## config.mk

```make
export PLATFORM = sky130hd
export DESIGN_NAME = tuple_extractor
export DESIGN_NICKNAME = d
export VERILOG_FILES = /design/src/rtl/pkt_filter_pkg.sv /design/src/rtl/tuple_out_reg.sv /design/src/rtl/tuple_extractor.sv
export SDC_FILE = /design/constraint.sdc
export NUM_CORES = 1
export LEC_CHECK = 0
export CAP_MARGIN = 10
export CORE_MARGIN = 4
export CORE_UTILIZATION = 50
export CTS_CLUSTER_DIAMETER = 50
export DETAILED_ROUTE_END_ITERATION = 16
export PLACE_DENSITY = 0.74
export SETUP_SLACK_MARGIN = 0.02
export SYNTH_ARGS = -nofsm -noshare
export SYNTH_HDL_FRONTEND = slang
export SYNTH_SLANG_ARGS = --single-unit
```

## constraint.sdc

```tcl
create_clock -name test_clk -period 8.4 [get_ports test_clk]
set_input_delay 0.84 -clock test_clk [delete_from_list [all_inputs] [get_ports test_clk]]
set_output_delay 0.84 -clock test_clk [all_outputs]
set_load 0.005 [all_outputs]
```

## src/rtl/pkt_filter_pkg.sv

```systemverilog
// pkt_filter_pkg: shared constants, tuple layout and parser states for the packet filter.
package pkt_filter_pkg;
   localparam logic [7:0] PROTO_TCP = 8'd6;
   localparam logic [7:0] PROTO_UDP = 8'd17;
   localparam logic [5:0] OFF_PROTO = 6'd9;
   localparam logic [5:0] OFF_SRC = 6'd12;
   localparam logic [5:0] OFF_DST = 6'd16;
   localparam int IPP_W = 72;
   localparam int PORT_W = 18;
   typedef enum logic [2:0] {IDLE, L2, IP, L4, DRAIN} state_t;
   typedef struct packed {
      logic [IPP_W-1:0] ip_protocol;
      logic [PORT_W-1:0] src_port;
      logic [PORT_W-1:0] dst_port;
   } tuple_t;
endpackage

```

## src/rtl/tuple_out_reg.sv

```systemverilog
// tuple_out_reg: 108-bit tuple holding register presented to the filter core under valid/ready.
module tuple_out_reg
   import pkt_filter_pkg::*;
(
   input  logic   clk,
   input  logic   rst,
   input  logic   load,
   input  tuple_t next_tuple,
   input  logic   ready,
   output logic   valid,
   output tuple_t held
);
   always_ff @(posedge clk or posedge rst)
      if (rst) begin
         valid <= 1'b0;
         held <= '0;
      end else begin
         if (load) held <= next_tuple;
         valid <= load | (valid & ~ready);
      end
endmodule

```

## src/rtl/tuple_extractor.sv

```systemverilog
// tuple_extractor: parses an Ethernet/IPv4 byte stream into the filter's 5-tuple.
module tuple_extractor
   import pkt_filter_pkg::*;
#(
   parameter int ETH_HDR_BYTES = 14,
   parameter int CNT_W = 16
)(
   input  logic              test_clk,
   input  logic              rst,
   input  logic [7:0]        in_data,
   input  logic              in_valid,
   input  logic              in_sop,
   input  logic              in_eop,
   output logic              in_ready,
   output logic [IPP_W-1:0]  ip_protocol,
   output logic [PORT_W-1:0] src_port,
   output logic [PORT_W-1:0] dst_port,
   output logic              tuple_valid,
   input  logic              tuple_ready,
   output logic              err,
   output logic [CNT_W-1:0]  drop_cnt
);
   localparam logic [5:0] L2_LAST = 6'(ETH_HDR_BYTES - 1);
   localparam state_t SOP_STATE = (ETH_HDR_BYTES == 0) ? IP : L2;
   state_t state, state_n, es;
   logic [5:0] cnt, cnt_n, ec;
   logic [3:0] ihl, ihl_n;
   logic [7:0] proto, proto_n;
   logic [31:0] src_ip, src_n, dst_ip, dst_n;
   logic [15:0] sport, sport_n, dport, dport_n;
   logic acc, sop_acc, ok_hdr, emit, err_n;
   tuple_t nt, tq;
   assign in_ready = ~rst & ~(state == IDLE & tuple_valid);
   assign acc = in_valid & in_ready;
   assign sop_acc = acc & in_sop;
   // A sop byte always restarts parsing as byte 0 of the first header.
   assign es = sop_acc ? SOP_STATE : state;
   assign ec = sop_acc ? 6'd0 : cnt;
   assign ok_hdr = in_data[7:4] == 4'd4 && in_data[3:0] >= 4'd5;
   always_comb begin
      state_n = state;
      cnt_n = cnt;
      ihl_n = ihl;
      proto_n = proto;
      src_n = src_ip;
      dst_n = dst_ip;
      sport_n = sport;
      dport_n = dport;
      emit = 1'b0;
      err_n = sop_acc & (state != IDLE);
      if (acc) begin
         state_n = es;
         cnt_n = (ec == 6'h3F) ? ec : ec + 6'd1;
         case (es)
            L2:
               if (in_eop) begin
                  err_n = 1'b1;
                  state_n = IDLE;
               end else if (ec == L2_LAST) state_n = IP;
            IP: begin
               if (ec == 6'd0) ihl_n = in_data[3:0];
               if (ec == OFF_PROTO) proto_n = in_data;
               if (ec >= OFF_SRC && ec < OFF_SRC + 6'd4) src_n = {src_ip[23:0], in_data};
               if (ec >= OFF_DST && ec < OFF_DST + 6'd4) dst_n = {dst_ip[23:0], in_data};
               if (ec == 6'd0 && !ok_hdr) begin
                  err_n = 1'b1;
                  state_n = in_eop ? IDLE : DRAIN;
               end else if (ec == {ihl_n, 2'b00} - 6'd1 && proto_n != PROTO_TCP && proto_n != PROTO_UDP) begin
                  emit = 1'b1;
                  state_n = in_eop ? IDLE : DRAIN;
               end else if (in_eop) begin
                  err_n = 1'b1;
                  state_n = IDLE;
               end else if (ec == {ihl_n, 2'b00} - 6'd1) state_n = L4;
            end
            L4: begin
               if (ec < 6'd2) sport_n = {sport[7:0], in_data};
               else if (ec < 6'd4) dport_n = {dport[7:0], in_data};
               if (ec == 6'd3) begin
                  emit = 1'b1;
                  state_n = in_eop ? IDLE : DRAIN;
               end else if (in_eop) begin
                  err_n = 1'b1;
                  state_n = IDLE;
               end
            end
            DRAIN: state_n = in_eop ? IDLE : DRAIN;
            default: state_n = IDLE;
         endcase
         if (state_n != es) cnt_n = 6'd0;
      end
   end
   assign nt.ip_protocol = {src_n, dst_n, proto_n};
   assign nt.src_port = (es == L4) ? {2'b00, sport_n} : '0;
   assign nt.dst_port = (es == L4) ? {2'b00, dport_n} : '0;
   always_ff @(posedge test_clk or posedge rst)
      if (rst) begin
         state <= IDLE;
         cnt <= '0;
         ihl <= '0;
         proto <= '0;
         src_ip <= '0;
         dst_ip <= '0;
         sport <= '0;
         dport <= '0;
         err <= 1'b0;
         drop_cnt <= '0;
      end else begin
         state <= state_n;
         cnt <= cnt_n;
         ihl <= ihl_n;
         proto <= proto_n;
         src_ip <= src_n;
         dst_ip <= dst_n;
         sport <= sport_n;
         dport <= dport_n;
         err <= err_n;
         drop_cnt <= drop_cnt + CNT_W'(err_n);
      end
   tuple_out_reg u_out (
      .clk(test_clk),
      .rst(rst),
      .load(emit),
      .next_tuple(nt),
      .ready(tuple_ready),
      .valid(tuple_valid),
      .held(tq)
   );
   assign ip_protocol = tq.ip_protocol;
   assign src_port = tq.src_port;
   assign dst_port = tq.dst_port;
endmodule

```

Yosys cells after proc, flatten, opt, wreduce, memory -nomap -nowiden --
Index checks and enable logic that the tools add are counted.
Operators by class: add/sub/neg operators 3, magnitude comparators 7, eq/ne operators 13, muxes and demuxes 49, bitwise operators 10, reduce and logical (&&, ||, !) cells 11
Operators by type and width (number):
- two-way mux 32 bit | 6
- two-way mux 16 bit | 9
- two-way mux 8 bit | 5
- two-way mux 3 bit | 11
- two-way mux 6 bit | 3
- adder 16 x 1 -> 16 bit | 1
- equality test 6 x 4 -> 1 bit, second input constant | 2
- < comparator 6 x 5 -> 1 bit, second input constant | 2
- two-way mux 4 bit | 3
- one-hot mux 3 bit (4 select lines) | 1
- two-way mux 1 bit | 9
- inequality test 8 x 3 -> 1 bit, second input constant | 1
- inequality test 8 x 5 -> 1 bit, second input constant | 1
- adder 6 x 1 -> 6 bit, second input constant | 1
- AND 1 bit | 6
- equality test 3 x 2 -> 1 bit, second input constant | 2
- equality test 6 x 2 -> 1 bit, second input constant | 1
- equality test 6 bit | 1
- equality test 6 bit, second input constant | 1
- greater-or-equal comparator 6 x 4 -> 1 bit, second input constant | 1
- greater-or-equal comparator 6 x 5 -> 1 bit, second input constant | 1
- logical AND 1 bit | 6
- logical NOT 6 bit | 1
- < comparator 6 x 2 -> 1 bit, second input constant | 1
- 15 further kinds | 17
Storage, ports and cells: bits in registers 243, input bits 14, output and inout port bits 127

Depth between registers and ports, before layout --
word-level depth 21, mapped depth 23

Hierarchy --
A second synthesis with hierarchy kept.
Unflattened totals: cell total of the unflattened synthesis 733, area total of the unflattened synthesis 10278.6 um^2
By module, submodules not included:
- tuple_extractor | instances 1, cells each 501, area an instance 6207.2 um^2, seq. area each 3353.2 um^2
- tuple_out_reg | instances 1, cells each 232, area an instance 4071.4 um^2, seq. area each 2727.6 um^2

Least setup slack after synthesis --
OpenSTA, ideal clock, no wires.
path kind input to register, start point input rst, end point register u_out.held[46] (netlist name), setup time 0.116 ns, data arrival time 8.058 ns, slack 0.226 ns, cell stages on the path 9, buffers on the path 2, cells stage by stage inv_1 and3_1 clkbuf_1 nand2_1 nor4b_1 buf_2 mux2_2 nand2_1 nand2_1
Between the ends: elaborated cells between the ends (all ways) 35, those cells by class add/sub (1); order compare (2); eq/ne (7); mux (16); bitwise (4); reduce/logical (5)
RTL lines:
- start: declaration | RTL line tuple_extractor.sv:9 | input logic rst,
- NOT 1 bit (*) | RTL line tuple_extractor.sv:33 | assign in_ready = ~rst & ~(state == IDLE & tuple_valid);
- AND 1 bit (*) | RTL line tuple_extractor.sv:33
- AND 1 bit (*) | RTL line tuple_extractor.sv:34 | assign acc = in_valid & in_ready;
- AND 1 bit | RTL line tuple_extractor.sv:35 | assign sop_acc = acc & in_sop;
- two-way mux 6 bit | RTL line tuple_extractor.sv:38 | assign ec = sop_acc ? 6'd0 : cnt;
- greater-or-equal comparator 6 x 5 -> 1 bit / < comparator 6 x 5 -> 1 bit (equally long branches) | RTL line tuple_extractor.sv:64 | if (ec >= OFF_DST && ec < OFF_DST + 6'd4) dst_n = {dst_ip[23:0], in_data};
- logical AND 1 bit | RTL line tuple_extractor.sv:64
- two-way mux 32 bit | RTL line tuple_extractor.sv:64
- two-way mux 32 bit | RTL line tuple_extractor.sv:54 | case (es)
- two-way mux 32 bit (*) | RTL line tuple_extractor.sv:51 | if (acc) begin
- net dst_n[2] | RTL line tuple_extractor.sv:29 | logic [31:0] src_ip, src_n, dst_ip, dst_n;
- end signal: assignment | RTL line tuple_out_reg.sv:18 | if (load) held <= next_tuple;
- end: declaration | RTL line tuple_out_reg.sv:11 | output tuple_t held
Mark *: on every way through the listed nets, which the timed path passes. The rest lies on a longest branch. The select of a mux whose other input is x is not followed. A chain may end at the register's enable or synchronous reset.

Worst setup path in the final report --
start point input in_sop, end point register u_out.held[91] (netlist name)
Between the ends: word-level cells in the longest chain between the ends 14, elaborated cells between the ends (all ways) 32, those cells by class add/sub (1); order compare (2); eq/ne (7); mux (16); bitwise (1); reduce/logical (5)
Ends and longest elaborated chain:
- start: declaration | RTL line tuple_extractor.sv:12 | input logic in_sop,
- AND 1 bit (*) | RTL line tuple_extractor.sv:35
- two-way mux 6 bit | RTL line tuple_extractor.sv:38
- logical NOT 6 bit | RTL line tuple_extractor.sv:61, tuple_extractor.sv:65
- two-way mux 4 bit | RTL line tuple_extractor.sv:61 | if (ec == 6'd0) ihl_n = in_data[3:0];
- two-way mux 4 bit | RTL line tuple_extractor.sv:54
- two-way mux 4 bit | RTL line tuple_extractor.sv:51
- subtractor 6 x 1 -> 6 bit | RTL line tuple_extractor.sv:68 | end else if (ec == {ihl_n, 2'b00} - 6'd1 && proto_n != PROTO_TCP && proto_n != PROTO_UDP) begin
- equality test 6 bit | RTL line tuple_extractor.sv:68
- logical AND 1 bit (2 in a row) | RTL line tuple_extractor.sv:68
- two-way mux 1 bit | RTL line tuple_extractor.sv:68
- two-way mux 1 bit | RTL line tuple_extractor.sv:65 | if (ec == 6'd0 && !ok_hdr) begin
- one-hot mux 1 bit (2 select lines) | RTL line tuple_extractor.sv:54
- two-way mux 1 bit | RTL line tuple_extractor.sv:51
Mark *: on every way between the ends. The rest lies on a longest branch, timed or not. The select of a mux whose other input is x is not followed.

==> results.txt <==
flop-to-flop setup slack = 2.84 ns
core footprint = 20,230 sq um
Seq pwr share = 0.460
Fill cells = 1,639
combinational fraction of design power = 0.060
CP most frequent cell = nand2_1
final instance area = 12,710 sq um
Ant. Diodes = 0
Synth Register Bits = 239
WL/cell = 16.82 um
die area = 22,880 sq um
worst vdd ir = 0.1255 mV
remaining antenna violation count = 0
Iteration-0 DRC Markers = 356
Final setup viols = 0
Post-CTS Setup Bufs = 0
Critical Path RT = 8.87 ns
Post-synth top flop = dfrtp_1
Mapped Avg Cell Area = 11.11 sq um
worst flop-to-flop path startpoint = state[1]
Worst Setup EP = u_out.held[91]
M1 GR Usage = 0.2973
post-synthesis sequential area ratio = 0.5827
Final Slew Violations = 0
largest net degree at the start of global routing = 106
main combinational cell family by area after synthesis = simple AND/OR/NAND/NOR gates
Slew @ Worst Pin = 1.143 ns
initial antenna violation count = 0
Clock Skews = 0.01299 ns
P_int = 1.970 mW
nets = 1,068
synth unique cells = 67
RSZ-0062 raised after global routing = false
Tcrit/Tclk final = 0.7098
max-cap viol count = 0
first-pass GRT wire length = 37.44 mm
commonest cells after routing, fill and taps aside = 283 x nand2_1, 239 x dfrtp_1, 136 x clkdlybuf4s50_1
CP arrival = 6.43 ns
Final Util = 0.6280
GRT Total Usage = 0.2017
hold-critical path depth = 2
mux cell area share after synthesis = 0.1202
Levels on crit path = 19
die width = 151.3 um
Vias/cell = 5.196
worst skew pair latency = 0.54 ns
I/O pin total = 141
area of the mapped netlist = 10,260 sq um
post-synthesis xor/xnor area fraction = 0.01695
met3 Resource Use GR = 0.04249
DP Area = 11,750 sq um
vias in the first global route = 7,116
sw power = 586.6 uW
f_max = 0.1677 GHz
# DRC = 0
clock-pin slew on the worst setup and hold paths = 0.06 ns
detailed-placement wirelength estimate = 14.49 mm
initial core utilization = 0.5072
PwrDens = 201.2 nW/um^2
compound-cell area share of the yosys netlist = 0.06120
CP Max Fanout = 38
critical path class = primary input to flop
synthesized-area fraction occupied by and/or/nand/nor cells = 0.1765
CP startpoint kind = primary input
# clock sinks = 239
drt first pass iters = 4
met2 Use GR = 0.3112
Synth Instances = 924
Largest delay share family, worst path = simple AND/OR/NAND/NOR gates
total number of vias = 6,952
H-tree levels = 1
CP max stage cell = clkdlybuf4s50_1
Critical Path Start = in_sop
Hold-fix buffers, CTS = 0
Crit. End Element = flop
Bufs and invs on worst path = 2
CTS tree = built
Std-Cell Rows = 52
slew margin rel. = 0.2321
Post-synth EDFFs = 0
Clock Tree Buf Depth = 3
Hold Fails Final Rpt = 0
Final min period = 5.962 ns
most common cell after layout, fill and taps aside = nand2_1
post-route total power = 2.557 mW
Synth warnings = 0
Slowest Stage Delay on Critical Path = 0.84 ns
Clock power frac = 0.480
RR Endpoint = u_out.held[91]
outcome = finished, final reports clean
HP Class = flop to flop
hold_ws = 0.4729 ns
DIE HEIGHT = 151.3 um
final WL = 22.51 mm
share of cells above drive strength 1 = 0.1704
Sw Share = 0.2294
RD Place Congestion = 0.8825
Worst R2R Path Depth = 18
gr busiest metal = met2
setup TNS = 0 ns
post-cts sizing count = 0
area growth from synthesis to layout = 23.81%
Adder-Cell Fraction of Synth Area = 0.007314
Async SR Flop Fraction = 1.000
Leak = 6.136 nW
total CTS buffers = 27
critical path, cell by cell = clkdlybuf4s50_1 > nand3b_1 > or2b_2 > nand2_1 > ha_1 > and4b_1 > a22oi_4 > mux2i_1 > ha_1 > xnor2_1 > nor2_1 > o221ai_1 > a2111oi_4 > nand2_4 > o22ai_2 > and2_2 > buf_4 > nand2_1 > nand2_1
Congestion Overflow GR = 0
IO buf count = 136
CTS Root Cell = clkbuf_16
-- layout make-up --
type / instances / area [sq um] / share of cell area
clock inverters: 13 / 178.9 / 0.01408
flip-flops and latches: 239 / 5981 / 0.4707
well taps: 270 / 337.8 / 0.02659
repair buffers: 144 / 1421 / 0.1119
clock buffers: 36 / 779.5 / 0.06134
multi-input cells: 627 / 3968 / 0.3122
inverters: 9 / 41.29 / 0.003249
-- registers in the layout, summed over array words and instances, names as in the netlist, 4 cells and up --
signal and flops:
cnt 6, sport 16, dst_ip 32, proto 8, u_out.held 104, dport 16
src_ip 32, drop_cnt 16, ihl 4
-- cells by family after synthesis --
kind of cell    Yosys count
simple gates            397
flops                   239
mux                     110
compound gates           91
buf+inv                  61
xor+xnor                 19
fa+ha+maj                 6
other cells               1
-- routing by layer --
metal	vias up	part of all wire
met4	0	0.014
met5	-	0
met3	27	0.062
met1	3437	0.46
li1	3334	-
met2	154	0.46
-- Yosys cell counts, drive strengths merged, types with 2 or more instances --
library cell,n,share of area
nor2,18,0.0066
mux2i,4,0.0039
xor2,5,0.0043
a21oi,11,0.0057
o22a,2,0.0017
dfrtp,239,0.58
o21a,2,0.0015
o211ai,3,0.0022
nand2b,34,0.021
clkbuf,12,0.0044
and3,8,0.0049
nor2b,3,0.0018
or4b,2,0.0023
nand4,4,0.0039
a21o,4,0.0029
nor4,7,0.0063
o221ai,2,0.0017
nand2,286,0.11
o21ai,47,0.023
o2bb2ai,2,0.0017
xnor2,14,0.013
inv,9,0.0033
buf,40,0.027
nor4bb,2,0.0020
nor3,10,0.0063
a31oi,2,0.0012
a31o,2,0.0017
mux2,106,0.12
nor4b,3,0.0040
ha,6,0.0073
a2111oi,2,0.0054
nand3,12,0.0059
-- worst register-to-register path: stages (launching register included) --
cell and delay [ns]:
dfrtp_1 0.57, or4b_4 0.64, or2b_2 0.26, nand2_1 0.14, ha_1 0.32, and4b_1 0.25, a22oi_4 0.19, mux2i_1 0.27
ha_1 0.31, xnor2_1 0.14, nor2_1 0.10, o221ai_1 0.15, a2111oi_4 0.43, nand2_4 0.13, o22ai_2 0.25, and2_2 0.67
buf_4 0.50, nand2_1 0.13, nand2_1 0.07
-- power by group through the flow --
stage	Sequential, mW	Combinational [mW]	Clock, mW
finish	1.18	0.152	1.23
global route	1.18	0.171	1.30
CTS	1.18	0.155	1.25
detailed placement	1.20	0.154	0
global placement	1.20	0.152	0
floorplan	1.19	0.109	0
-- worst min-delay path by stage --
stage / start / endpoint / slack (ns)
floorplan: u_out.held[36] / u_out.held[36] / 0.47
global route: u_out.held[103] / u_out.held[103] / 0.48
finish: u_out.held[99] / u_out.held[99] / 0.47
global placement: u_out.held[103] / u_out.held[103] / 0.46
detailed placement: u_out.held[103] / u_out.held[103] / 0.46
CTS: u_out.held[103] / u_out.held[103] / 0.48
-- through the flow --
stage	cells	setup slack, ns
6_report	1338	2.438
3_3_place_gp	1289	2.143
2_1_floorplan	927	0.2256
3_5_place_dp	1289	1.921
5_1_grt	1338	2.033
4_1_cts	1338	2.468
Power figures use the tool's default switching activity.
